[src/rtl/life_pkg.sv]
// Shared types and constants for the 7x7 Life display path.
package life_pkg;
  localparam int GRID_N    = 7;
  localparam int GRID_BITS = 49;
  localparam int POP_W     = 6;
  localparam int ROW_W     = 3;

  typedef enum logic [1:0] {
    ST_OFF = 2'd0,
    ST_LIT = 2'd1,
    ST_GAP = 2'd2
  } scan_state_e;

  // Flat bit index of cell (row r, column c).
  function automatic logic [5:0] cell_idx(input logic [ROW_W-1:0] r, input logic [ROW_W-1:0] c);
    return 6'(GRID_N * int'(r) + int'(c));
  endfunction
endpackage

[src/rtl/grid_scan_driver_if.sv]
// Grid input / LED matrix output bundle between the Life datapath and the scan driver.
interface grid_scan_if;
  import life_pkg::*;

  logic [GRID_BITS-1:0] grid;
  logic                 grid_valid;
  logic                 blank;
  logic [GRID_N-1:0]    row_sel;
  logic [GRID_N-1:0]    col_data;
  logic                 frame_start;
  logic [POP_W-1:0]     pop_count;
  logic                 extinct;

  modport master (output grid, grid_valid, blank,
                  input  row_sel, col_data, frame_start, pop_count, extinct);
  modport slave  (input  grid, grid_valid, blank,
                  output row_sel, col_data, frame_start, pop_count, extinct);
endinterface

[src/rtl/grid_popcount.sv]
// Combinational live-cell count of a 49-bit grid.
module grid_popcount
  import life_pkg::*;
(
  input  logic [GRID_BITS-1:0] bits_i,
  output logic [POP_W-1:0]     count_o
);
  always_comb begin
    count_o = '0;
    for (int i = 0; i < GRID_BITS; i++) count_o = count_o + POP_W'(bits_i[i]);
  end
endmodule

[src/rtl/grid_scan_driver.sv]
// Row-multiplexed 7x7 LED driver with tear-free frame swap and population status.
module grid_scan_driver
  import life_pkg::*;
#(
  parameter int ROW_DWELL  = 1000,
  parameter int GAP_CYCLES = 8,
  parameter int DWELL_W    = 10
) (
  input  logic        clka,
  input  logic        rst_n,
  grid_scan_if.slave  bus
);
  localparam logic [DWELL_W-1:0] DWELL_LAST = DWELL_W'(ROW_DWELL - 1);
  localparam logic [DWELL_W-1:0] GAP_LAST   = DWELL_W'(GAP_CYCLES - 1);
  localparam logic [ROW_W-1:0]   LAST_ROW   = ROW_W'(GRID_N - 1);

  scan_state_e          state_q, state_d;
  logic [ROW_W-1:0]     row_q, row_d;
  logic [DWELL_W-1:0]   cnt_q, cnt_d;
  logic                 swap;
  logic [GRID_BITS-1:0] pending_q, pending_d, display_q, display_d;
  logic                 pend_flag_q, pend_flag_d;
  logic [GRID_N-1:0]    row_sel_q, row_sel_d, col_data_q, col_data_d;
  logic                 frame_start_q, frame_start_d;
  logic [POP_W-1:0]     pop_w, pop_q;
  logic                 extinct_q;

  always_comb begin
    state_d = state_q;
    row_d   = row_q;
    cnt_d   = cnt_q;
    swap    = 1'b0;
    if (bus.blank) begin
      state_d = ST_OFF;
      row_d   = '0;
      cnt_d   = '0;
    end else begin
      case (state_q)
        ST_OFF: begin
          state_d = ST_LIT;
          row_d   = '0;
          cnt_d   = '0;
          swap    = 1'b1;
        end
        ST_LIT: begin
          if (cnt_q == DWELL_LAST) begin
            state_d = ST_GAP;
            cnt_d   = '0;
          end else begin
            cnt_d = cnt_q + 1'b1;
          end
        end
        ST_GAP: begin
          if (cnt_q == GAP_LAST) begin
            state_d = ST_LIT;
            cnt_d   = '0;
            // Wrapping past the last row is the frame boundary.
            if (row_q == LAST_ROW) begin
              row_d = '0;
              swap  = 1'b1;
            end else begin
              row_d = row_q + 1'b1;
            end
          end else begin
            cnt_d = cnt_q + 1'b1;
          end
        end
        default: state_d = ST_OFF;
      endcase
    end
  end

  // A strobe on the swap edge lands in pending; the swap itself takes the old value.
  always_comb begin
    pending_d     = bus.grid_valid ? bus.grid : pending_q;
    pend_flag_d   = bus.grid_valid ? 1'b1 : (swap ? 1'b0 : pend_flag_q);
    display_d     = (swap && pend_flag_q) ? pending_q : display_q;
    frame_start_d = swap;
    row_sel_d     = '0;
    col_data_d    = '0;
    if (state_d == ST_LIT) begin
      row_sel_d  = GRID_N'(1) << row_d;
      col_data_d = display_d[cell_idx(row_d, '0) +: GRID_N];
    end
  end

  grid_popcount u_pop (
    .bits_i  (display_q),
    .count_o (pop_w)
  );

  always_ff @(posedge clka or negedge rst_n) begin
    if (!rst_n) begin
      state_q       <= ST_OFF;
      row_q         <= '0;
      cnt_q         <= '0;
      pending_q     <= '0;
      pend_flag_q   <= 1'b0;
      display_q     <= '0;
      row_sel_q     <= '0;
      col_data_q    <= '0;
      frame_start_q <= 1'b0;
      pop_q         <= '0;
      extinct_q     <= 1'b1;
    end else begin
      state_q       <= state_d;
      row_q         <= row_d;
      cnt_q         <= cnt_d;
      pending_q     <= pending_d;
      pend_flag_q   <= pend_flag_d;
      display_q     <= display_d;
      row_sel_q     <= row_sel_d;
      col_data_q    <= col_data_d;
      frame_start_q <= frame_start_d;
      pop_q         <= pop_w;
      extinct_q     <= (pop_w == '0);
    end
  end

  assign bus.row_sel     = row_sel_q;
  assign bus.col_data    = col_data_q;
  assign bus.frame_start = frame_start_q;
  assign bus.pop_count   = pop_q;
  assign bus.extinct     = extinct_q;
endmodule

[src/flat_wrapper.sv]
// flat-port wrapper written by rule: the top's interface ports become plain ports
module grid_scan_driver_flat import life_pkg::*;
#(
  parameter int ROW_DWELL  = 1000,
  parameter int GAP_CYCLES = 8,
  parameter int DWELL_W    = 10
)
  (clka, rst_n, bus_grid, bus_grid_valid, bus_blank, bus_row_sel, bus_col_data, bus_frame_start, bus_pop_count, bus_extinct);
  grid_scan_if bus_i ();
  input  logic clka;
  input  logic rst_n;
  input wire logic [$bits(bus_i.grid)-1:0] bus_grid;
  input wire logic [$bits(bus_i.grid_valid)-1:0] bus_grid_valid;
  input wire logic [$bits(bus_i.blank)-1:0] bus_blank;
  output wire logic [$bits(bus_i.row_sel)-1:0] bus_row_sel;
  output wire logic [$bits(bus_i.col_data)-1:0] bus_col_data;
  output wire logic [$bits(bus_i.frame_start)-1:0] bus_frame_start;
  output wire logic [$bits(bus_i.pop_count)-1:0] bus_pop_count;
  output wire logic [$bits(bus_i.extinct)-1:0] bus_extinct;
  assign bus_i.grid = bus_grid;
  assign bus_i.grid_valid = bus_grid_valid;
  assign bus_i.blank = bus_blank;
  assign bus_row_sel = bus_i.row_sel;
  assign bus_col_data = bus_i.col_data;
  assign bus_frame_start = bus_i.frame_start;
  assign bus_pop_count = bus_i.pop_count;
  assign bus_extinct = bus_i.extinct;
  grid_scan_driver #(.ROW_DWELL(ROW_DWELL), .GAP_CYCLES(GAP_CYCLES), .DWELL_W(DWELL_W)) u_core (.clka(clka), .rst_n(rst_n), .bus(bus_i));
endmodule
[config.mk]
export PLATFORM = sky130hd
export DESIGN_NAME = grid_scan_driver_flat
export DESIGN_NICKNAME = d
export VERILOG_FILES = /design/src/rtl/life_pkg.sv /design/src/rtl/grid_scan_driver_if.sv /design/src/rtl/grid_popcount.sv /design/src/rtl/grid_scan_driver.sv /design/src/flat_wrapper.sv
export SDC_FILE = /design/constraint.sdc
export NUM_CORES = 1
export LEC_CHECK = 0
export ABC_CLOCK_PERIOD_IN_PS = 6550
export CAP_MARGIN = 10
export CORE_UTILIZATION = 35
export CTS_CLUSTER_SIZE = 28
export DETAILED_ROUTE_END_ITERATION = 7
export DONT_BUFFER_PORTS = 1
export PLACE_DENSITY = 0.57
export SYNTH_ARGS = -nofsm -noshare
export SYNTH_HDL_FRONTEND = slang
export SYNTH_SLANG_ARGS = --single-unit
[constraint.sdc]
create_clock -name clka -period 6.55 [get_ports clka]
set_clock_uncertainty 0.2 [all_clocks]
set_input_delay 1.31 -clock clka [delete_from_list [all_inputs] [get_ports clka]]
set_output_delay 1.31 -clock clka [all_outputs]
set_load 0.1 [all_outputs]
==> flow_metrics.py, run 1 <==
metrics = {
    "global_route": {
        "grt.overflow.total": 0,
        "antenna_found_initial": 3,
        "grt_pass1_wl_mm": 27.6,
        "grt_pass1_vias": 5003,
        "grt_usage_pct": 17.2,
        "grt_start_max_net_pins": 137,
    },
    "sta": {
        "finalSetupViolCount": 0,
        "rsz0062_at_grt": "false",
        "fin_hold_ws_ns": 0.306,
        "relSlewSlack_pct": 21.6,
        "max_freq_ghz": 0.171,
        "slew_viol_final": 0,
        "setup_tns_ns": 0,
        "tightest_slew_ns": 1.14,
        "period_share_pct": 89.2,
        "period_needed_ns": 5.84,
        "hold_viol": 0,
    },
    "final_layout": {
        "final_layout_size_suffix_gt1_share_pct": 19.2,
        "fin_area_um2": 8030,
        "nets": 733,
        "mostFrequentLayoutCells": "135 x dfrtp_1, 93 x inv_1, 72 x mux2_2, 40 x fa_1, 31 x nand3_1",
        "final_common_cell": "dfrtp_1",
        "syn_to_final_growth_pct": 11.3,
    },
    "placed_design": {
        "port_buffers": 0,
        "place_area_um2": 7460,
        "globalplace.congestion": 0.865,
        "hpwl_mm": 12.7,
    },
    "detailed_routing": {
        "drt_iter0_drc": 275,
        "wire_per_inst_um": 19.0,
        "top_layer": "met5",
        "met2_length_mm": 8.47,
        "first_pass_iters": 4,
        "viasPerCell": 5.31,
        "met1_length_mm": 7.37,
        "drc": 0,
        "dr_wl_met3_mm": 1.01,
        "ant_nets": 0,
        "routed_wl_mm": 17.3,
        "num_vias": 4829,
    },
    "die": {
        "die_x_um": 146,
        "core_area_um2": 20200,
        "rows": 52,
        "ioPinCount": 75,
        "initial_core_util_pct": 35.7,
        "fp.dieArea_um2": 21200,
        "die_h_um": 146,
    },
    "cts": {
        "cts.path.max_buffers": 2,
        "cts_root_buf": "clkbuf_16",
        "clk_latency_ns": 0.43,
        "cts_buffers": 17,
        "cts_tree": "yes",
        "holdBufCountCts": 0,
        "cts_resized": 0,
        "post-cts-setup-buffers": 0,
        "cts.clk_slew.worst_paths_ns": 0.06,
        "htreeDepth": 4,
        "clkSinkCount": 136,
    },
    "critical_path": {
        "startpoint_type": "flop",
        "critPathRequiredTime_ns": 6.68,
        "cp_max_fo": 2,
        "criticalPathCategory": "reg -> reg",
        "critPathCaptureType": "flop",
        "arrival_ns": 5.97,
    },
    "flow_run": {
        "drv_cap": 0,
    },
    "logic_synthesis": {
        "synth_nets": 738,
        "synthArstFlopShare_pct": 100,
        "avgSynthCellArea_um2": 11.4,
        "synth-edff-count": 0,
        "synthesis.area_um2": 7220,
        "yosys_warnings": 0,
        "synth_cells": 631,
        "ys_types": 61,
        "yosysSeqAreaShare_pct": 47.2,
        "ys_ff_latch": 136,
        "ys.flop_type": "dfrtp_1",
    },
    "run_status": {
        "outcome": "finished, final reports clean",
    },
    "min_path": {
        "holdCritPathClass": "reg -> reg",
    },
}
[logic make-up (layout without fill, tap and decap cells)]
kind of cell / Yosys count / in the layout / synth area share, %
compound gates: 116 / 116 / 11.3
flops: 136 / 136 / 47.2
simple gates: 121 / 121 / 8.96
mux: 76 / 76 / 11.8
other cells: 0 / 1 / 0
buf+inv: 123 / 131 / 6.62
xor+xnor: 5 / 5 / 0.607
fa+ha+maj: 54 / 54 / 13.5
[path summary, 6_finish.rpt]
check / startpoint / to / slack [ns] / depth (start not counted)
setup / recovery: u_core.display_q[17] / u_core.bus.extinct / 0.71 / 20
hold / removal: u_core.pending_q[27] / u_core.pending_q[27] / 0.31 / 1
setup reg to reg: u_core.display_q[17] / u_core.bus.extinct / 0.71 / 20
hold reg to reg: u_core.pending_q[27] / u_core.pending_q[27] / 0.31 / 1
max in group asynchronous: rst_n / u_core.bus.extinct / 5.60 / 0
min in group asynchronous: rst_n / u_core.pending_q[12] / 0.38 / 0
[cells in the mapped netlist (3+ instances only)]
master    instances  share of area (%)
fa_1             40                 11
mux2_2           72                 11
o211ai_1         23                2.4
inv_1            93                4.8
clkbuf_1         22                1.1
a21oi_1          12               0.83
and3_1            7               0.61
ha_1             14                2.4
o21ai_0          24                1.7
nor3_1            4               0.28
xnor2_1           4               0.49
mux2i_1           4               0.55
nor2_1           21                1.1
nand4_1           3               0.26
a211oi_1          7               0.73
nand2_1          27                1.4
o22ai_1           8               0.69
a21o_1            5               0.52
nand3_1          31                2.2
dfrtp_1         135                 47
nand2b_1          6               0.52
o221ai_1          4               0.49
buf_2             4               0.28
o31ai_1           5               0.52
a31oi_1           3               0.26
nor2b_1           4               0.35
o311ai_0          6               0.73
[worst max-delay path: stages, from the launching register on]
cell and delay [ns]:
dfrtp_1 0.39, fa_1 0.54, inv_1 0.05, fa_1 0.49
inv_1 0.05, fa_1 0.47, inv_1 0.05, fa_1 0.35
inv_1 0.09, fa_1 0.45, fa_1 0.55, inv_1 0.06
fa_1 0.59, inv_1 0.06, ha_1 0.28, nor2b_1 0.13
o21ai_0 0.16, nand2b_1 0.10, a21o_1 0.19, a21o_1 0.20
nor4b_1 0.30
[stage by stage]
step	utilization (%)	worst slack, ns	instances
6_report	39.7	0.710	910
5_1_grt	39.7	0.441	910
3_5_place_dp	36.9	0.686	876
2_1_floorplan	-	0.969	631
3_3_place_gp	36.9	0.850	876
4_1_cts	39.7	0.678	908
[area by class of cell]
type	instances	area, um^2
fill	1926	12200
sequential	136	3400
multi-input combinational	372	3330
clock buffer	19	443
inverter	94	353
tap	270	338
clock inverter	13	123
timing repair buffer	5	37.5
antenna	1	2.50
[state kept, by name, indices dropped and copies added (netlist names)]
register,flops
u_core.bus.col_data,7
u_core.bus.extinct,1
u_core.bus.frame_start,1
u_core.bus.pop_count,6
u_core.bus.row_sel,7
u_core.cnt_q,10
u_core.display_q,49
u_core.pend_flag_q,1
u_core.pending_q,49
u_core.row_q,3
u_core.state_q,2
[routing by layer]
layer | vias up | global-route usage [%]
met2 | 140 | 28.5
met1 | 2480 | 21.6
met4 | 4 | 6.32
met5 | - | 0
li1 | 2174 | -
met3 | 31 | 4.83
Power of run 1 is left out: the tool's default activity adds up to more than one toggle a clock period on the data nets, which glitch-free logic cannot reach.
==> run 2, diff against run 1 <==
- CAP_MARGIN: 10 -> 25
==> run 2 against run 1 <==
- critical path depth is the same
- non-clock buffer count grew 2
- fmax increased by 0.38%
- via count shrank 0.81%
- worst setup slack gained 0.022 ns
- design area grew 0.30%
==> flow_metrics.py, run 2 (synthesis gave the netlist of run 1 again) <==
metrics = {
    "run_status": {
        "outcome": "finished, final reports clean",
    },
    "sta": {
        "hold_viol": 0,
        "tightest_slew_ns": 0.949,
        "rsz0062_at_grt": "false",
        "period_share_pct": 88.8,
        "relSlewSlack_pct": 36.7,
        "setup_tns_ns": 0,
        "period_needed_ns": 5.82,
        "max_freq_ghz": 0.172,
        "finalSetupViolCount": 0,
        "slew_viol_final": 0,
    },
    "die": {
        "initial_core_util_pct": 35.7,
        "rows": 52,
        "ioPinCount": 75,
        "fp.dieArea_um2": 21200,
        "die_x_um": 146,
        "die_h_um": 146,
        "core_area_um2": 20200,
    },
    "cts": {
        "cts_tree": "yes",
        "cts.path.max_buffers": 2,
        "cts_buffers": 17,
        "post-cts-setup-buffers": 0,
        "htreeDepth": 4,
        "cts_root_buf": "clkbuf_16",
        "cts.clk_slew.worst_paths_ns": 0.06,
        "holdBufCountCts": 0,
        "cts_resized": 0,
        "clkSinkCount": 136,
        "clk_latency_ns": 0.43,
    },
    "final_layout": {
        "mostFrequentLayoutCells": "135 x dfrtp_1, 93 x inv_1, 72 x mux2_2, 40 x fa_1, 31 x nand3_1",
        "syn_to_final_growth_pct": 11.7,
        "final_common_cell": "dfrtp_1",
        "final_layout_size_suffix_gt1_share_pct": 19.5,
        "fin_cells": 912,
        "reg.largest.list": "u_core.display_q x49, u_core.pending_q x49, u_core.cnt_q x10",
        "nets": 735,
        "fin_area_um2": 8060,
    },
    "global_route": {
        "grt_usage_pct": 17.3,
        "grt_start_max_net_pins": 137,
        "grt.overflow.total": 0,
        "grt_pass1_wl_mm": 27.7,
        "antenna_found_initial": 3,
        "grt_pass1_vias": 5003,
    },
    "detailed_routing": {
        "num_vias": 4790,
        "first_pass_iters": 7,
        "viasPerCell": 5.25,
        "routed_wl_mm": 17.4,
        "drt_iter0_drc": 238,
        "wire_per_inst_um": 19.0,
        "ant_nets": 0,
        "drc": 0,
    },
    "critical_path": {
        "r2r_setup_slack_ns": 0.73,
        "cp_slowest_stage_delay_ns": 0.59,
        "crit_top_cell": "fa_1",
        "criticalPathCategory": "reg -> reg",
        "arrival_ns": 5.95,
        "critPathRequiredTime_ns": 6.69,
        "reg2reg_from": "u_core.display_q[11]",
        "critPathCaptureType": "flop",
        "crit_slowest_cell": "fa_1",
        "r2r-end": "u_core.bus.extinct",
        "path_cells": "inv_1 > fa_1 > inv_1 > fa_1 > inv_1 > fa_1 > inv_1 > fa_1 > fa_1 > fa_1 > inv_1 > fa_1 > inv_1 > ha_1 > nor2b_1 > o21ai_0 > nand2b_1 > a21o_1 > a21o_1 > nor4b_1",
        "startpoint_type": "flop",
        "reg2regPathDepth": 20,
        "cp_max_fo": 2,
    },
    "min_path": {
        "min_from": "u_core.pending_q[29]",
        "holdCritPathClass": "reg -> reg",
        "holdPathStages": 1,
        "hold_end": "u_core.pending_q[29]",
    },
    "placed_design": {
        "hpwl_mm": 12.8,
        "globalplace.congestion": 0.865,
        "port_buffers": 0,
        "dp_cells": 878,
        "place_area_um2": 7470,
    },
    "flow_run": {
        "drv_cap": 0,
    },
}
==> run 2: layout make-up <==
class | instances | area (um^2)
diodes | 1 | 2.50
clock buffers | 20 | 457
clock inverters | 12 | 118
fillers | 1932 | 12200
inverters | 94 | 353
multi-input cells | 372 | 3330
flip-flops and latches | 136 | 3400
well taps | 270 | 338
repair buffers | 7 | 52.6
==> run 2: through the flow <==
stage               hold WS (ns)  utilization [%]  setup WS, ns
floorplan                  0.268                -         0.969
global placement           0.286             36.9         0.850
detailed placement         0.295             36.9         0.705
CTS                        0.309             39.8         0.678
global route               0.334             39.8         0.443
finish                     0.307             39.8         0.733
==> run 2: routing by layer <==
metal	track usage, %	routed length [um]	vias to the layer above
met5	0	18	-
met4	5.11	191	4
met3	4.83	890	19
met2	29.3	8750	116
met1	21.4	7510	2477
li1	-	-	2174
==> run 2: worst max-delay path by stage <==
stage                                     from            endpoint  slack (ns)  cells after the start
final                     u_core.display_q[11]  u_core.bus.extinct        0.73                     20
after global routing      u_core.display_q[17]  u_core.bus.extinct        0.44                     20
after CTS                  u_core.display_q[0]  u_core.bus.extinct        0.68                     18
after detailed placement   u_core.display_q[0]  u_core.bus.extinct        0.71                     18
after global placement    u_core.display_q[17]  u_core.bus.extinct        0.85                     20
after floorplan           u_core.display_q[17]  u_core.bus.extinct        0.97                     20
==> run 2: worst max-delay path, delay by kind of cell, from the launching register on <==
family / cells / cell delay (ns)
AO/OA/AOI/OAI: 3 / 0.52
buffers and inverters: 6 / 0.36
flip-flops: 1 / 0.35
adder cells (fa/ha/maj): 8 / 3.76
AND/OR/NAND/NOR: 3 / 0.53
Power of run 2 is left out for the same reason.
==> run 3, diff against run 2 <==
- CORE_MARGIN: default -> 2
==> run 3 against run 2 <==
- via count increased by 0.13%
- count of clock-buffer cells in the layout is 2 lower
- worst setup slack lost 0.044 ns
==> flow_metrics.py, run 3 (synthesis gave the netlist of run 1 again) <==
metrics = {
    "critical_path": {
        "criticalPathCategory": "reg -> reg",
        "critPathLaunch": "u_core.display_q[11]",
        "critPathCaptureType": "flop",
        "path_cells": "inv_1 > fa_1 > inv_1 > fa_1 > inv_1 > fa_1 > inv_1 > fa_1 > fa_1 > fa_1 > inv_1 > fa_1 > inv_1 > ha_1 > nor2b_1 > o21ai_0 > nand2b_1 > a21o_1 > a21o_1 > nor4b_1",
        "reg2reg_from": "u_core.display_q[11]",
        "r2r-end": "u_core.bus.extinct",
        "reg2regPathDepth": 20,
        "startpoint_type": "flop",
        "critPathBufInv": 6,
        "cp_max_fo": 2,
        "cp_slowest_stage_delay_ns": 0.59,
        "cpLargestDelayFamily": "adder cells",
        "critical_path.endpoint": "u_core.bus.extinct",
        "crit_top_cell": "fa_1",
        "crit_slowest_cell": "fa_1",
        "arrival_ns": 5.98,
        "critPathRequiredTime_ns": 6.67,
        "r2r_setup_slack_ns": 0.69,
        "cp.depth": 20,
    },
    "detailed_routing": {
        "wire_per_inst_um": 19.1,
        "drt_iter0_drc": 377,
        "first_pass_iters": 5,
        "num_vias": 4796,
        "drc": 0,
        "ant_nets": 0,
        "routed_wl_mm": 17.4,
        "viasPerCell": 5.26,
    },
    "cts": {
        "clkSinkCount": 136,
        "cts_tree": "yes",
        "cts.clk_slew.worst_paths_ns": 0.06,
        "cts_buffers": 17,
        "holdBufCountCts": 0,
        "cts_resized": 0,
        "cts_root_buf": "clkbuf_16",
        "clk_latency_ns": 0.43,
        "htreeDepth": 4,
        "post-cts-setup-buffers": 0,
        "cts.path.max_buffers": 2,
    },
    "final_layout": {
        "regArea_um2": 3400,
        "multi_input_area_um2": 3330,
        "nets": 736,
        "final_common_cell": "dfrtp_1",
        "final_layout_size_suffix_gt1_share_pct": 19.5,
        "syn_to_final_growth_pct": 11.7,
        "n_fill_cell": 1930,
        "reg.largest.list": "u_core.display_q x49, u_core.pending_q x49, u_core.cnt_q x10",
        "mostFrequentLayoutCells": "135 x dfrtp_1, 93 x inv_1, 72 x mux2_2, 40 x fa_1, 31 x nand3_1",
    },
    "die": {
        "ioPinCount": 75,
        "initial_core_util_pct": 35.7,
        "fp.dieArea_um2": 21800,
        "die_x_um": 148,
        "rows": 52,
        "die_h_um": 148,
        "core_area_um2": 20200,
    },
    "global_route": {
        "grt_start_max_net_pins": 137,
        "grt_pass1_vias": 4963,
        "grt_pass1_wl_mm": 27.7,
        "grt_usage_pct": 16.9,
        "grt.overflow.total": 0,
        "antenna_found_initial": 4,
    },
    "sta": {
        "relSlewSlack_pct": 37.5,
        "tightest_slew_ns": 0.938,
        "slew_viol_final": 0,
        "max_freq_ghz": 0.171,
        "period_needed_ns": 5.86,
        "period_share_pct": 89.5,
        "setup_tns_ns": 0,
        "finalSetupViolCount": 0,
        "hold_viol": 0,
        "rsz0062_at_grt": "false",
    },
    "placed_design": {
        "port_buffers": 0,
        "hpwl_mm": 12.7,
        "globalplace.congestion": 0.882,
    },
    "run_status": {
        "outcome": "finished, final reports clean",
    },
    "flow_run": {
        "drv_cap": 0,
    },
    "min_path": {
        "holdCritPathClass": "reg -> reg",
    },
}
## run 3: changes by cell type in the layout (fill, tap and decap cells not counted), sizes merged
cell,before,now
clkinv,5,7
bufinv,1,2
buf,7,8
inv,96,94
clkinvlp,4,3
clkbuf,20,18
## run 3: worst min-delay path by stage
stage,start,endpoint,slack (ns),cells past startpoint
finish,u_core.pending_q[38],u_core.pending_q[38],0.30,1
floorplan,u_core.cnt_q[1],u_core.cnt_q[1],0.27,2
CTS,u_core.pending_q[2],u_core.pending_q[2],0.31,1
detailed placement,u_core.pending_q[2],u_core.pending_q[2],0.29,1
global route,u_core.pending_q[29],u_core.pending_q[29],0.33,1
global placement,u_core.cnt_q[1],u_core.cnt_q[1],0.28,2
## run 3: routing by layer
layer	share of wire, %	vias up	GRT usage, %
met5	0.16	-	0
met3	6.1	31	5.22
met4	2.2	4	6.44
met1	43	2441	21.8
met2	49	142	26.7
li1	-	2178	-
## run 3: cell type report
type	count	area share, %
multi-input combinational	372	41.4
sequential	136	42.2
timing repair buffer	8	0.745
clock inverter	12	1.60
inverter	94	4.38
tap	270	4.19
clock buffer	18	5.45
antenna	1	0.0311
## run 3: stage by stage
step                hold WS, ns  std cells  cell area [um^2]  setup slack, ns  utilization, %
finish                    0.301        911              8060            0.689            39.8
global route              0.328        911              8060            0.379            39.8
CTS                       0.308        909              8050            0.651            39.8
detailed placement        0.294        879              7480            0.697            37.0
global placement          0.284        878              7470            0.839            36.9
floorplan                 0.268        631              7220            0.969               -
Power of run 3 is left out for the same reason.
